--- src/rtl/vga_write_arbiter.sv ---
// Purpose: round-robin, burst-based arbiter sharing one VGA write port between three pixel producers.
// Latency: grant 1 cycle after req; each pixel reaches the VGA port 1 cycle after its plot_in.
// Backpressure: none; non-owners are held off by their missing grant, and a stalled owner is revoked after TIMEOUT cycles.
module vga_write_arbiter #(
   parameter int N_REQ    = 3,
   parameter int COLOUR_W = 3,
   parameter int TIMEOUT  = 1024
) (
   input  logic                      clock,
   input  logic                      reset,
   input  logic [N_REQ-1:0]          req,
   input  logic [N_REQ-1:0]          plot_in,
   input  logic [N_REQ-1:0]          last_in,
   input  logic [9*N_REQ-1:0]        x_in,
   input  logic [8*N_REQ-1:0]        y_in,
   input  logic [COLOUR_W*N_REQ-1:0] colour_in,
   output logic [N_REQ-1:0]          grant,
   output logic [1:0]                owner,
   output logic                      busy,
   output logic [8:0]                vga_x,
   output logic [7:0]                vga_y,
   output logic [COLOUR_W-1:0]       vga_colour,
   output logic                      vga_plot,
   output logic                      timeout_err
);

   localparam int CNT_W = $clog2(TIMEOUT);
   localparam logic [CNT_W-1:0] STALL_MAX = CNT_W'(TIMEOUT - 1);

   typedef enum logic {ST_IDLE, ST_OWN} state_t;

   state_t              state_q, state_d;
   logic [1:0]          rr_ptr_q, rr_ptr_d;
   logic [CNT_W-1:0]    stall_q, stall_d;
   logic [N_REQ-1:0]    grant_q, grant_d;
   logic [1:0]          owner_q, owner_d;
   logic                busy_q, busy_d;
   logic [8:0]          vga_x_q, vga_x_d;
   logic [7:0]          vga_y_q, vga_y_d;
   logic [COLOUR_W-1:0] vga_colour_q, vga_colour_d;
   logic                vga_plot_q, vga_plot_d;
   logic                timeout_err_q, timeout_err_d;

   // Owner's view of the request bundle
   logic                own_req, own_plot, own_last;
   logic [8:0]          own_x;
   logic [7:0]          own_y;
   logic [COLOUR_W-1:0] own_colour;

   // Round-robin pick
   logic [1:0]          cand0, cand1, cand2, sel;
   logic                sel_vld;
   logic                rel;

   function automatic logic [1:0] next_idx(input logic [1:0] i);
      return (i == 2'd2) ? 2'd0 : i + 2'd1;
   endfunction

   // Mux the current owner's request, strobes and pixel fields
   always_comb begin
      own_req    = 1'b0;
      own_plot   = 1'b0;
      own_last   = 1'b0;
      own_x      = '0;
      own_y      = '0;
      own_colour = '0;
      case (owner_q)
         2'd0: begin
            own_req = req[0]; own_plot = plot_in[0]; own_last = last_in[0];
            own_x = x_in[8:0]; own_y = y_in[7:0]; own_colour = colour_in[COLOUR_W-1:0];
         end
         2'd1: begin
            own_req = req[1]; own_plot = plot_in[1]; own_last = last_in[1];
            own_x = x_in[17:9]; own_y = y_in[15:8]; own_colour = colour_in[2*COLOUR_W-1:COLOUR_W];
         end
         2'd2: begin
            own_req = req[2]; own_plot = plot_in[2]; own_last = last_in[2];
            own_x = x_in[26:18]; own_y = y_in[23:16]; own_colour = colour_in[3*COLOUR_W-1:2*COLOUR_W];
         end
         default: ;
      endcase
   end

   // First pending requester at or after rr_ptr, wrapping 2 -> 0
   always_comb begin
      cand0   = rr_ptr_q;
      cand1   = next_idx(cand0);
      cand2   = next_idx(cand1);
      sel     = 2'd0;
      sel_vld = 1'b0;
      if (req[cand0]) begin
         sel = cand0; sel_vld = 1'b1;
      end else if (req[cand1]) begin
         sel = cand1; sel_vld = 1'b1;
      end else if (req[cand2]) begin
         sel = cand2; sel_vld = 1'b1;
      end
   end

   // Next-state: grant in IDLE, forward pixels and check release in OWN
   always_comb begin
      state_d       = state_q;
      rr_ptr_d      = rr_ptr_q;
      stall_d       = stall_q;
      grant_d       = grant_q;
      owner_d       = owner_q;
      busy_d        = busy_q;
      vga_x_d       = vga_x_q;
      vga_y_d       = vga_y_q;
      vga_colour_d  = vga_colour_q;
      vga_plot_d    = 1'b0;
      timeout_err_d = 1'b0;
      rel           = 1'b0;
      case (state_q)
         ST_IDLE: begin
            if (sel_vld) begin
               state_d       = ST_OWN;
               grant_d       = '0;
               grant_d[sel]  = 1'b1;
               owner_d       = sel;
               busy_d        = 1'b1;
               stall_d       = '0;
            end
         end
         ST_OWN: begin
            vga_x_d      = own_x;
            vga_y_d      = own_y;
            vga_colour_d = own_colour;
            // A last pixel is written even if req drops with it; otherwise a dropped req suppresses the write
            vga_plot_d   = own_plot & (own_last | own_req);
            if (own_plot)
               stall_d = '0;
            else if (stall_q != STALL_MAX)
               stall_d = stall_q + CNT_W'(1);
            rel = (own_plot & own_last) | ~own_req | (~own_plot & (stall_q == STALL_MAX));
            // Only a genuine timeout flags an error; an earlier-priority release masks it
            timeout_err_d = own_req & ~own_plot & (stall_q == STALL_MAX);
            if (rel) begin
               state_d  = ST_IDLE;
               grant_d  = '0;
               busy_d   = 1'b0;
               rr_ptr_d = next_idx(owner_q);
            end
         end
         default: state_d = ST_IDLE;
      endcase
   end

   // State and output registers with synchronous reset
   always_ff @(posedge clock) begin
      if (reset) begin
         state_q       <= ST_IDLE;
         rr_ptr_q      <= '0;
         stall_q       <= '0;
         grant_q       <= '0;
         owner_q       <= '0;
         busy_q        <= 1'b0;
         vga_x_q       <= '0;
         vga_y_q       <= '0;
         vga_colour_q  <= '0;
         vga_plot_q    <= 1'b0;
         timeout_err_q <= 1'b0;
      end else begin
         state_q       <= state_d;
         rr_ptr_q      <= rr_ptr_d;
         stall_q       <= stall_d;
         grant_q       <= grant_d;
         owner_q       <= owner_d;
         busy_q        <= busy_d;
         vga_x_q       <= vga_x_d;
         vga_y_q       <= vga_y_d;
         vga_colour_q  <= vga_colour_d;
         vga_plot_q    <= vga_plot_d;
         timeout_err_q <= timeout_err_d;
      end
   end

   assign grant       = grant_q;
   assign owner       = owner_q;
   assign busy        = busy_q;
   assign vga_x       = vga_x_q;
   assign vga_y       = vga_y_q;
   assign vga_colour  = vga_colour_q;
   assign vga_plot    = vga_plot_q;
   assign timeout_err = timeout_err_q;

endmodule

--- config.mk ---
export PLATFORM = sky130hd
export DESIGN_NAME = vga_write_arbiter
export DESIGN_NICKNAME = d
export VERILOG_FILES = /design/src/rtl/vga_write_arbiter.sv
export SDC_FILE = /design/constraint.sdc
export NUM_CORES = 1
export LEC_CHECK = 0
export ABC_AREA = 1
export CAP_MARGIN = 20
export CORE_AREA = 2 2 75 77
export CTS_BUF_LIST = sky130_fd_sc_hd__clkbuf_2 sky130_fd_sc_hd__clkbuf_4 sky130_fd_sc_hd__clkbuf_8
export CTS_CLUSTER_SIZE = 20
export DETAILED_ROUTE_END_ITERATION = 16
export DIE_AREA = 0 0 77 79
export PLACE_DENSITY_LB_ADDON = 0.12
export SLEW_MARGIN = 20
export SYNTH_ARGS = -nofsm -noshare
export SYNTH_HDL_FRONTEND = slang
export SYNTH_SLANG_ARGS = --single-unit
--- constraint.sdc ---
create_clock -name clock -period 1.9 [get_ports clock]
set_input_delay 0.285 -clock clock [delete_from_list [all_inputs] [get_ports clock]]
set_output_delay 0.285 -clock clock [all_outputs]
set_load 0.02 [all_outputs]
### After elaboration in Yosys (flattened, before gate mapping)

Index checks and enable logic that the tools add are counted.

* $lt $le $gt $ge: 5
* bitwise gates (word level): 11
* equal/unequal tests: 9
* multiplexer cells: 36
* reduce and logical (&&, ||, !) cells: 7
* add/subtract/negate cells: 4

Operators with widths (number)
* two-way mux 10 bit: 3
* case mux 9 bit (3 select lines): 1
* case mux 8 bit (3 select lines): 1
* case mux 10 bit (2 select lines): 1
* < comparator 2 x 3 -> 1 bit, second input constant: 4
* two-way mux 2 bit: 6
* two-way mux 1 bit: 11
* adder 10 x 1 -> 10 bit, second input constant: 1
* == test 10 bit, second input constant: 1
* inequality test 10 bit, second input constant: 1
* case mux 1 bit (3 select lines): 3
* case mux 3 bit (3 select lines): 1
* AND reduction 2 bit: 4
* adder 2 x 1 -> 2 bit, second input constant: 3
* binary-select mux 1 bit (select 2 bit): 3
* == test 2 bit, second input constant: 3
* two-way mux 3 bit: 2
* case mux 3 bit (2 select lines): 1
* bitwise AND 1 bit: 5
* case mux 1 bit (2 select lines): 2
* inequality test 3 x 1 -> 1 bit, second input constant: 1
* NOT 1 bit: 3
* OR 1 bit: 3
* demux 1 bit (select 2 bit): 1
* other kinds (7): 7

* input bits: 71
* word-level logic and storage cells: 83
* output and inout port bits: 28
* register bits after elaboration: 41

### Longest topological paths before layout

* word-level depth: 15
* gate-level depth with buffers: 12
* depth with buffers taken out: 11

### Worst setup path after synthesis

Ideal clock, no wire load.

* path type: reg-to-reg
* start point: register stall_q[0]
* end point: register grant_q[1], in the netlist grant[1]
* path buffers: 0
* library setup time: 0.134 ns
* arrival time: 1.372 ns
* stages on the path, launching flop included: 11
* slack: 0.394 ns
* clock period less this slack: 1.506 ns
* required time: 1.766 ns
* path through: dfxtp_1 > ha_1 > nand2_1 > nor2_1 > nand2_1 > nor2_1 > nand2_1 > nand3_2 > nand2_2 > nand3_1 > a21oi_1

* longest elaborated chain between the ends: 5

Ends and longest elaborated chain
* start: declaration: RTL line 34 `logic [CNT_W-1:0] stall_q, stall_d;`
* start signal: assignment: RTL line 166 `stall_q <= stall_d;`
* == test 10 bit: RTL line 135 `rel = (own_plot & own_last) | ~own_req | (~own_plot & (stall_q == STALL_MAX));`
* bitwise AND 1 bit: RTL line 135
* OR 1 bit: RTL line 135
* inequality test 2 x 1 -> 1 bit (no source line)
* AND reduction 2 bit (no source line)
* end signal: assignment: RTL line 167 `grant_q <= grant_d;`
* end: declaration: RTL line 35 `logic [N_REQ-1:0] grant_q, grant_d;`

No other way between the ends.
A chain may end at the register's enable or synchronous reset.

### Worst setup path after layout

* start point: register owner_q[0], in the netlist owner[0]
* end point: output port owner[0]

RTL lines
* start: declaration: RTL line 36 `logic [1:0] owner_q, owner_d;`
* start signal: assignment: RTL line 168 `owner_q <= owner_d;`
* end: declaration: RTL line 18 `output logic [1:0] owner,`

No word-level cell between the ends.

==> out/results.tsv <==
stage	metric	value	unit
run_status	status	finished clean	
critical_path	cp_data_required_time	1.62	ns
power	internal_power	1.93	mW
clock_tree	postCtsSetupRepairBufs	0	
synthesis	syn-instance-count	373	
detailed_routing	wire_per_inst	12.0	µm
timing	tightest_slew	0.351	ns
detailed_routing	vias	2683	
critical_path	r2r-start	cand0[1]	
placed_design	gp_congestion	0.889	
critical_path	start_kind	flip-flop	
floorplan	ios	99	
synthesis	async_flop_share	0	
floorplan	core	0.00534	mm²
synthesis	ys.warnings.count	0	
critical_path	critPathSlowestCell	clkdlybuf4s50_1	
timing	layout_setup_ws	0.181	ns
timing	hold_viol	0	
floorplan	initial_utilization	0.427	
synthesis	ys_types	28	
floorplan	rows	27	
critical_path	endpoint_kind	output port	
clock_tree	ctsRootBufferMaster	clkbuf_8	
synthesis	yosysSeqAreaShare	0.360	
synthesis	synth-edff-count	0	
clock_tree	postCtsHoldBufs	0	
timing	relSlewSlack	0.766	
detailed_routing	ant_nets	0	
detailed_routing	drt_pass1_iterations	4	
placed_design	hpwl	4910	µm
critical_path	r2r_cells	10	
critical_path	crit_arrival	1.43	ns
timing	setup_tns	0	ns
power	power_density	849	mW/mm²
critical_path	crit_fanout	8	
critical_path	cpPeakStageDelay	0.66	ns
layout	design_area	0.00350	mm²
clock_tree	cts_buffer_depth	2	
grt	grt_pass1_vias	2502	
power	p_leak	1.41	nW
synthesis	synthMuxAreaShare	0	
synthesis	synth.cell_area	0.00228	mm²
flow_run	drv_cap	0	
critical_path	critPathTopFamily	buffers and inverters	
layout	areaGrowthSynthToFinish	53.4	%
critical_path	critical_path_class	flip-flop to output port	
layout	fin_nets	546	
clock_tree	cts_buffers	5	
grt	overflow	0	
synthesis	synth-main-ff-cell	dfxtp_1	
synthesis	synth_xor_xnor_area_share	0.00384	
synthesis	synth_nets	445	
detailed_routing	drc_errors	0	
clock_tree	tritoncts	built	
grt	grt_pass1_wl	11000	µm
grt	grt_max_degree	31	
critical_path	startpoint	owner[0]	
synthesis	yosys.area_share.adder	0.00549	
hold_path	hold_path_class	flip-flop to flip-flop	
placed_design	portBuffers	98	
detailed_routing	routed_wl	6560	µm
grt	grt_usage	0.224	
floorplan	fp.dieH	79	µm
synthesis	yosys.area_share.simple	0.453	
layout	finalNonFillerCells	547	
detailed_routing	viasPerCell	4.90	
layout	finish.utilization	0.655	
timing	slew_violations	0	
detailed_routing	drtIter0Drc	192	
critical_path	worst_r2r_endpoint	stall_q[0]	
placed_design	place_area	0.00338	mm²
power	clkPwrFrac	0.246	
placed_design	place_inst	539	
timing	timing.final.crit_share	0.905	
timing	finalSetupViolations	0	
power	sw_frac_of_total	0.349	
critical_path	path_buf_inv	1	
synthesis	synth_largest_area_cell	dfxtp_1	
timing	fin_crit	1.72	ns
critical_path	cp-endpoint	owner[0]	
critical_path	r2r_slack	0.21	ns
synthesis	syn_area_per_cell	6.12	µm²
clock_tree	clock_sinks	41	
floorplan	die_w	77	µm
critical_path	crit_chain	clkdlybuf4s50_1	
synthesis	synth_area_leaders	dfxtp_1 36%, nand2_1 26%, nand3_1 8.8%, a21oi_1 7.9%, nor2_1 3.9%	
placed_design	pre_cts_slack	0.0243	ns
critical_path	path_depth	1	
power	max-vdd-ir-drop	0.421	mV
clock_tree	insertion_delay	0.29	ns
layout	antenna_cells	0	
timing	max_freq	0.582	GHz
synthesis	synth_compound_area_frac	0.107	
power	net-switching-power	1.04	mW
synthesis	synth_top_family_by_area	simple AND/OR/NAND/NOR gates	
synthesis	synth_top_area_frac	0.360	
grt	antenna_found_initial	0	
power	seqPwrFrac	0.352	
timing	clock_skew	0.00304	ns
layout	drive_gt1_frac	0.0821	
clock_tree	clk_pin_slew	0.07	ns
layout	n_fill_cell	534	
timing	rsz0062_at_grt	no	
floorplan	dieArea	0.00608	mm²
clock_tree	htree_num_levels	2	
power	p_comb_frac	0.402	
synthesis	ys_seq_elements	41	
-- logic make-up (layout without fill, tap and decap cells) --
logic type,after synthesis,count (layout)
AND/OR/NAND/NOR,243,243
AO/OA/AOI/OAI,45,45
buffers and inverters,42,144
flip-flops,41,41
adder cells (fa/ha/maj),1,1
XOR/XNOR,1,1
-- cell type report --
type,instances,area (µm²),area share
multi-input cells,290,1300,0.371
repair buffers,110,1070,0.306
flip-flops and latches,41,822,0.235
inverters,26,97.6,0.0279
clock buffers,7,90.1,0.0258
well taps,72,90.1,0.0258
clock inverters,1,30.0,0.00858
-- stage by stage --
step,power [mW],hold WS (ns)
6_report,2.97,0.465
5_1_grt,3.16,0.481
4_1_cts,2.99,0.468
3_5_place_dp,2.26,0.457
3_3_place_gp,2.24,0.451
2_1_floorplan,1.74,0.466
-- power groups by stage --
stage / Sequential (mW) / Combinational, mW / Clock [mW]
2_1_floorplan: 1.16 / 0.574 / 0
3_3_place_gp: 1.06 / 1.18 / 0
3_5_place_dp: 1.06 / 1.19 / 0
4_1_cts: 1.04 / 1.20 / 0.746
5_1_grt: 1.06 / 1.31 / 0.780
6_report: 1.05 / 1.19 / 0.730
-- what timing repair did --
item,in CTS,in global routing
gates resized for setup,0,1
endpoints found under the hold margin,0,0
endpoints found under the setup margin,0,4
-- synthesized netlist by cell type, types with 2 or more instances --
library cell and n:
nand3_2 2, inv_1 22, nand3_1 40, o21ai_0 5, nand4_1 5, clkbuf_1 11, or2_2 2, buf_1 3
nor2_1 24, nor2_2 3, nand2_2 4, nand2_1 157, inv_2 3, a21oi_1 36, dfxtp_1 41, nor3_1 3
-- placed cells by master (no fill, tap or decap), types with 2 or more instances in the layout --
cell	instances
a21oi_1	36
buf_4	12
clkbuf_8	6
clkdlybuf4s50_1	98
dfxtp_1	40
inv_1	22
inv_2	3
nand2_1	157
nand2_2	4
nand3_1	40
nand3_2	2
nand4_1	5
nor2_1	24
nor2_2	3
nor3_1	3
o21ai_0	5
or2_2	2
-- metal layers --
metal | GRT usage | up-vias | wire (µm)
met1 | 0.270 | 1185 | 2810
met5 | 0 | - | 0
met2 | 0.363 | 99 | 3040
li1 | - | 1390 | -
met4 | 0.0893 | 0 | 133
met3 | 0.0830 | 9 | 571
-- registers in the layout, summed over array words and instances (netlist names), 2 cells and up --
name / cells
stall_q: 10
vga_x: 9
vga_y: 8
grant: 3
vga_colour: 3
cand0: 2
owner: 2
-- worst reg2reg max path, cell delays in order (launching register included) --
cell and delay (ns):
dfxtp_1 0.53, inv_2 0.08, nand2_1 0.07, nand2_1 0.05, nand2_1 0.07, nand3_1 0.14
nor2_1 0.22, nand2_2 0.13, nand2_4 0.13, o21ai_0 0.12, nor2_1 0.10
-- worst min-delay path by stage --
| stage | depth (start not counted) | from | slack (ns) | endpoint |
|---|---|---|---|---|
| after global placement | 2 | vga_colour[2] | 0.45 | vga_colour[2] |
| after floorplan | 2 | stall_q[8] | 0.47 | stall_q[8] |
| final | 2 | vga_colour[1] | 0.47 | vga_colour[1] |
| after global routing | 2 | vga_x[0] | 0.48 | vga_x[0] |
| after detailed placement | 2 | vga_colour[1] | 0.46 | vga_colour[1] |
| after CTS | 2 | vga_colour[1] | 0.47 | vga_colour[1] |
No activity file was read; power rests on OpenSTA's default activity.
